File: config.mk
export PLATFORM = sky130hd
export DESIGN_NAME = vga_timing_ctrl
export DESIGN_NICKNAME = d
export VERILOG_FILES = /design/src/rtl/vga_pkg.sv /design/src/rtl/vga_pix_tick.sv /design/src/rtl/vga_timing_ctrl.sv
export SDC_FILE = /design/constraint.sdc
export NUM_CORES = 1
export LEC_CHECK = 0
export CELL_PAD_IN_SITES_DETAIL_PLACEMENT = 2
export CELL_PAD_IN_SITES_GLOBAL_PLACEMENT = 2
export CORE_MARGIN = 2
export CORE_UTILIZATION = 33
export CTS_CLUSTER_SIZE = 12
export DETAILED_ROUTE_END_ITERATION = 16
export PLACE_DENSITY = 0.88
export SLEW_MARGIN = 20
export SYNTH_ARGS = -nofsm -noshare
export SYNTH_HDL_FRONTEND = slang
export SYNTH_SLANG_ARGS = --single-unit
File: constraint.sdc
create_clock -name clk_i -period 2.89 [get_ports clk_i]
set_input_delay 0.4335 -clock clk_i [delete_from_list [all_inputs] [get_ports clk_i]]
set_output_delay 0.4335 -clock clk_i [all_outputs]
set_load 0.005 [all_outputs]
File: src/rtl/vga_pkg.sv
// Shared VGA timing defaults, derived totals and the horizontal/vertical state encodings.
package vga_pkg;

  localparam int unsigned CLK_DIV_DEF  = 4;
  localparam int unsigned H_ACTIVE_DEF = 640;
  localparam int unsigned H_FP_DEF     = 16;
  localparam int unsigned H_SYNC_DEF   = 96;
  localparam int unsigned H_BP_DEF     = 48;
  localparam int unsigned V_ACTIVE_DEF = 480;
  localparam int unsigned V_FP_DEF     = 10;
  localparam int unsigned V_SYNC_DEF   = 2;
  localparam int unsigned V_BP_DEF     = 33;

  localparam int unsigned H_TOTAL = H_ACTIVE_DEF + H_FP_DEF + H_SYNC_DEF + H_BP_DEF;
  localparam int unsigned V_TOTAL = V_ACTIVE_DEF + V_FP_DEF + V_SYNC_DEF + V_BP_DEF;
  localparam int unsigned CNT_W   = 10;

  typedef enum logic [1:0] {
    HS_ACT  = 2'd0,
    HS_FP   = 2'd1,
    HS_SYNC = 2'd2,
    HS_BP   = 2'd3
  } h_state_e;

  typedef enum logic [1:0] {
    VS_ACT  = 2'd0,
    VS_FP   = 2'd1,
    VS_SYNC = 2'd2,
    VS_BP   = 2'd3
  } v_state_e;

endpackage

File: src/rtl/vga_pix_tick.sv
// Pixel prescaler. tick_o is registered one cycle ahead of the prescaler wrap so the
// parent can update every pixel-rate register on the wrap edge itself.
module vga_pix_tick #(
  parameter int unsigned CLK_DIV = 4
) (
  input  logic clk_i,
  input  logic rst_i,
  input  logic en_i,
  output logic tick_o
);

  localparam int unsigned CW = $clog2(CLK_DIV);

  logic [CW-1:0] cnt_q, cnt_d;
  logic          tick_q, tick_d;

  always_comb begin
    cnt_d  = (cnt_q == CW'(CLK_DIV - 1)) ? '0 : cnt_q + CW'(1);
    tick_d = (cnt_d == CW'(CLK_DIV - 1));
  end

  always_ff @(posedge clk_i) begin
    if (rst_i || !en_i) begin
      cnt_q  <= '0;
      tick_q <= 1'b0;
    end else begin
      cnt_q  <= cnt_d;
      tick_q <= tick_d;
    end
  end

  assign tick_o = tick_q;

endmodule

File: src/rtl/vga_timing_ctrl.sv
// VGA raster timing: pixel/line counters, H/V phase FSMs and registered sync/active strobes,
// all advancing on the pixel-tick edge.
module vga_timing_ctrl
  import vga_pkg::*;
#(
  parameter int unsigned CLK_DIV  = CLK_DIV_DEF,
  parameter int unsigned H_ACTIVE = H_ACTIVE_DEF,
  parameter int unsigned H_FP     = H_FP_DEF,
  parameter int unsigned H_SYNC   = H_SYNC_DEF,
  parameter int unsigned H_BP     = H_BP_DEF,
  parameter int unsigned V_ACTIVE = V_ACTIVE_DEF,
  parameter int unsigned V_FP     = V_FP_DEF,
  parameter int unsigned V_SYNC   = V_SYNC_DEF,
  parameter int unsigned V_BP     = V_BP_DEF
) (
  input  logic             clk_i,
  input  logic             rst_i,
  input  logic             en_i,
  output logic             pix_tick_o,
  output logic             hsync_o,
  output logic             vsync_o,
  output logic             active_o,
  output logic [CNT_W-1:0] x_o,
  output logic [CNT_W-1:0] y_o,
  output logic             line_start_o,
  output logic             frame_start_o
);

  localparam int unsigned H_TOT      = H_ACTIVE + H_FP + H_SYNC + H_BP;
  localparam int unsigned V_TOT      = V_ACTIVE + V_FP + V_SYNC + V_BP;
  localparam int unsigned H_SYNC_BEG = H_ACTIVE + H_FP;
  localparam int unsigned H_BP_BEG   = H_SYNC_BEG + H_SYNC;
  localparam int unsigned V_SYNC_BEG = V_ACTIVE + V_FP;
  localparam int unsigned V_BP_BEG   = V_SYNC_BEG + V_SYNC;

  logic             tick;
  logic             h_wrap;
  logic [CNT_W-1:0] h_q, h_d, v_q, v_d;
  h_state_e         hst_q, hst_d;
  v_state_e         vst_q, vst_d;
  logic             pix_q, pix_d, hs_q, hs_d, vs_q, vs_d;
  logic             act_q, act_d, ls_q, ls_d, fs_q, fs_d;

  vga_pix_tick #(.CLK_DIV(CLK_DIV)) u_pix_tick (
    .clk_i  (clk_i),
    .rst_i  (rst_i),
    .en_i   (en_i),
    .tick_o (tick)
  );

  // Next position, phase transitions and strobes; everything holds between ticks.
  always_comb begin
    h_wrap = 1'b0;
    h_d    = h_q;
    v_d    = v_q;
    hst_d  = hst_q;
    vst_d  = vst_q;
    pix_d  = 1'b0;
    ls_d   = 1'b0;
    fs_d   = 1'b0;
    hs_d   = hs_q;
    vs_d   = vs_q;
    act_d  = act_q;
    if (tick) begin
      pix_d  = 1'b1;
      h_wrap = (h_q == CNT_W'(H_TOT - 1));
      h_d    = h_wrap ? '0 : h_q + CNT_W'(1);
      case (hst_q)
        HS_ACT:  if (h_d == CNT_W'(H_ACTIVE))   hst_d = HS_FP;
        HS_FP:   if (h_d == CNT_W'(H_SYNC_BEG)) hst_d = HS_SYNC;
        HS_SYNC: if (h_d == CNT_W'(H_BP_BEG))   hst_d = HS_BP;
        HS_BP:   if (h_wrap)                    hst_d = HS_ACT;
        default: hst_d = HS_BP;
      endcase
      if (h_wrap) begin
        v_d = (v_q == CNT_W'(V_TOT - 1)) ? '0 : v_q + CNT_W'(1);
        case (vst_q)
          VS_ACT:  if (v_d == CNT_W'(V_ACTIVE))   vst_d = VS_FP;
          VS_FP:   if (v_d == CNT_W'(V_SYNC_BEG)) vst_d = VS_SYNC;
          VS_SYNC: if (v_d == CNT_W'(V_BP_BEG))   vst_d = VS_BP;
          VS_BP:   if (v_d == '0)                 vst_d = VS_ACT;
          default: vst_d = VS_BP;
        endcase
      end
      hs_d  = (hst_d != HS_SYNC);
      vs_d  = (vst_d != VS_SYNC);
      act_d = (hst_d == HS_ACT) && (vst_d == VS_ACT);
      ls_d  = h_wrap;
      fs_d  = h_wrap && (v_d == '0);
    end
  end

  // Reset and disable both park the raster at the last position of the frame.
  always_ff @(posedge clk_i) begin
    if (rst_i || !en_i) begin
      h_q   <= CNT_W'(H_TOT - 1);
      v_q   <= CNT_W'(V_TOT - 1);
      hst_q <= HS_BP;
      vst_q <= VS_BP;
      pix_q <= 1'b0;
      hs_q  <= 1'b1;
      vs_q  <= 1'b1;
      act_q <= 1'b0;
      ls_q  <= 1'b0;
      fs_q  <= 1'b0;
    end else begin
      h_q   <= h_d;
      v_q   <= v_d;
      hst_q <= hst_d;
      vst_q <= vst_d;
      pix_q <= pix_d;
      hs_q  <= hs_d;
      vs_q  <= vs_d;
      act_q <= act_d;
      ls_q  <= ls_d;
      fs_q  <= fs_d;
    end
  end

  assign pix_tick_o    = pix_q;
  assign hsync_o       = hs_q;
  assign vsync_o       = vs_q;
  assign active_o      = act_q;
  assign x_o           = h_q;
  assign y_o           = v_q;
  assign line_start_o  = ls_q;
  assign frame_start_o = fs_q;

endmodule

==> flow_summary.toml <==
[drt]
routed_wl_um = 6810
num_vias = 2096
antenna_left = 0
first_pass_iters = 6
drcViolationCount = 0
viasPerCell = 5.71
wl_per_cell_um = 18.6
drtIter0Drc = 84

[die]
core.rowCount = 29
die_w_um = 85.9
core-area_um2 = 6420
die_y_um = 85.9
initial_core_util = 0.344
die-area_um2 = 7370
pin_count = 29

[global_routing]
grt_pass1_vias = 2267
grt_overflow = 0
grt_max_degree = 20
antenna_found_initial = 0
grtUsageTotal = 0.198
grt_pass1_wl_um = 11500

[setup_path]
path_class = "flip-flop to flip-flop"
r2r_slack_ns = 0.31
crit_end = "active_o"
cp_max_fo = 12
setup.worst_path.start = "y_o[1]"
critPathLaunchType = "flip-flop"
rr_endpoint = "active_o"
r2r-start = "y_o[1]"
reg2reg_depth = 9
cp-end-kind = "flip-flop"
critPathRequiredTime_ns = 3.12
critical_path_arrival_ns = 2.81

[clock_network]
worstSkewPairLatency_ns = 0.29
hold_buffers = 0
root_buffer = "clkbuf_8"
cts_tree = "yes"
ctsHtreeMaxLevel = 2
cts.sinks = 33
cts_inserted_buffers = 5
clkTransAtPathRegs_ns = 0.07
cts_resized = 0
clk_path_buf_depth = 2
cts_setup_buffers = 0

[timing]
clock_skew_ns = 0.00643
rsz0062_at_grt = "no"
setup_viol = 0
hold_viol = 0
finalMaxSlewViolations = 0
slew-limit-headroom = 0.566
fmax_mhz = 388
fin_ws_ns = 0.310
worst_pin_slew_ns = 0.650
min_period_over_period = 0.893
period_minus_slack_ns = 2.58
fin_tns_setup_ns = 0

[synthesis]
syn-num-nets = 278
ys_ff_latch = 33
synth_edf_count = 0
yosys_warnings = 0
yosysMostFrequentCell = "dfxtp_1"
syn_inst = 269
synth.distinct_cells = 66
synth_commonest_cells = "dfxtp_1 (33), nand2_1 (21), nor2_1 (19), a21oi_1 (18), nand3_1 (15)"
syn-cell-area_um2 = 2210
yosysTopAreaCell = "dfxtp_1"
synth.top_cell.area_share = 0.299
ys_seq_area_frac = 0.299
synth.area.top_cells = "dfxtp_1 (30%), xnor2_1 (4.8%), a21oi_1 (4.1%), nand2_1 (3.6%), ha_1 (3.4%)"
synth-async-reset-ratio = 0
synthFlopType = "dfxtp_1"
syn_avg_cell_area_um2 = 8.22

[final_layout]
areaGrowthSynthToFinish_pct = 17.9
drive_above_1_share = 0.114
nFillCells = 724
antenna_cells = 0
fin_nets = 298

[status]
status = "finished, final reports clean"

[power_and_ir_drop]
ir_drop_v = 0.000215
cellLeakagePower_nw = 0.954
power_density_nw_per_um2 = 370

[place]
gp_congestion = 0.842
hpwl_um = 5060
post-place-ws_ns = 0.288
io_buffers = 28

[worst_hold_path]
hold_class = "flip-flop to flip-flop"

[job]
maxCapViolations = 0
[stage by stage]
stage | utilization | cell area (µm²) | std cells | hold slack (ns) | total power (W)
global placement | 0.388 | 2490 | 359 | 0.436 | 0.000511
finish | 0.406 | 2610 | 367 | 0.470 | 0.000964
floorplan | - | 2210 | 269 | 0.425 | 0.000497
detailed placement | 0.388 | 2490 | 359 | 0.460 | 0.000513
global route | 0.406 | 2610 | 367 | 0.491 | 0.00100
CTS | 0.406 | 2610 | 367 | 0.475 | 0.000977
[cell families after synthesis]
group / Yosys count / share of synthesized area
compound gates: 64 / 0.195
xor+xnor: 16 / 0.0633
fa+ha+maj: 6 / 0.0339
buf+inv: 34 / 0.0928
flops: 33 / 0.299
mux: 3 / 0.0136
simple gates: 113 / 0.303
[registers in the layout, summed over array words and instances, names as in the netlist]
register / count
active_o: 1
frame_start_o: 1
hst_q: 2
hsync_o: 1
line_start_o: 1
pix_tick_o: 1
u_pix_tick.cnt_q: 2
u_pix_tick.tick_o: 1
vst_q: 2
vsync_o: 1
x_o: 10
y_o: 10
[final cells by class]
cell class	instances	area, µm²	area share
clock inverters	1	30.0	0.0115
inverters	9	33.8	0.0129
well taps	77	96.3	0.0369
flip-flops and latches	33	661	0.253
repair buffers	38	355	0.136
multi-input cells	202	1350	0.516
clock buffers	7	86.3	0.0331
[worst max-delay path: stages (launching register included)]
cell and delay [ns]:
dfxtp_1 0.56, inv_1 0.10, ha_1 0.32, and2b_1 0.28
o2111ai_1 0.18, a211oi_2 0.27, o211ai_1 0.12, and2_1 0.17
a311oi_2 0.32, a31o_1 0.19
[layer usage]
layer  wire length [µm]  GRT usage
met4                148     0.0750
met5                  0          0
met1               2930      0.230
met2               3540      0.358
met3                196     0.0346
[worst min-delay path by stage]
stage,startpoint,end,cells past startpoint
floorplan,u_pix_tick.cnt_q[0],u_pix_tick.cnt_q[0],1
global placement,u_pix_tick.cnt_q[0],u_pix_tick.cnt_q[0],1
detailed placement,u_pix_tick.cnt_q[0],u_pix_tick.cnt_q[0],1
CTS,u_pix_tick.cnt_q[0],u_pix_tick.cnt_q[0],1
global route,u_pix_tick.cnt_q[0],u_pix_tick.cnt_q[0],1
finish,u_pix_tick.cnt_q[0],u_pix_tick.cnt_q[0],1
[power breakdown]
| group | leakage (nW) | switching, W | internal (W) |
|---|---|---|---|
| clock | 0.0585 | 0.000181 | 0.000281 |
| sequential | 0.267 | 0.00000331 | 0.000457 |
| combinational | 0.629 | 0.0000246 | 0.0000171 |
[cell usage in the layout (no fill, tap or decap), types with 3 or more instances in the layout]
master / n
clkbuf_8: 6
o31ai_1: 3
nor3_1: 8
nand3_1: 15
buf_4: 10
mux2i_1: 3
nand2_1: 21
and3_1: 7
ha_1: 6
a21oi_1: 18
nor2_1: 19
xnor2_1: 12
dfxtp_1: 33
o21ai_0: 10
o21ai_1: 3
a31oi_1: 4
and2_1: 7
clkdlybuf4s50_1: 28
o211ai_1: 6
nor3b_1: 5
nand4_1: 5
inv_1: 9
xor2_1: 4
Note: power is estimated with default switching activity, not from simulation.
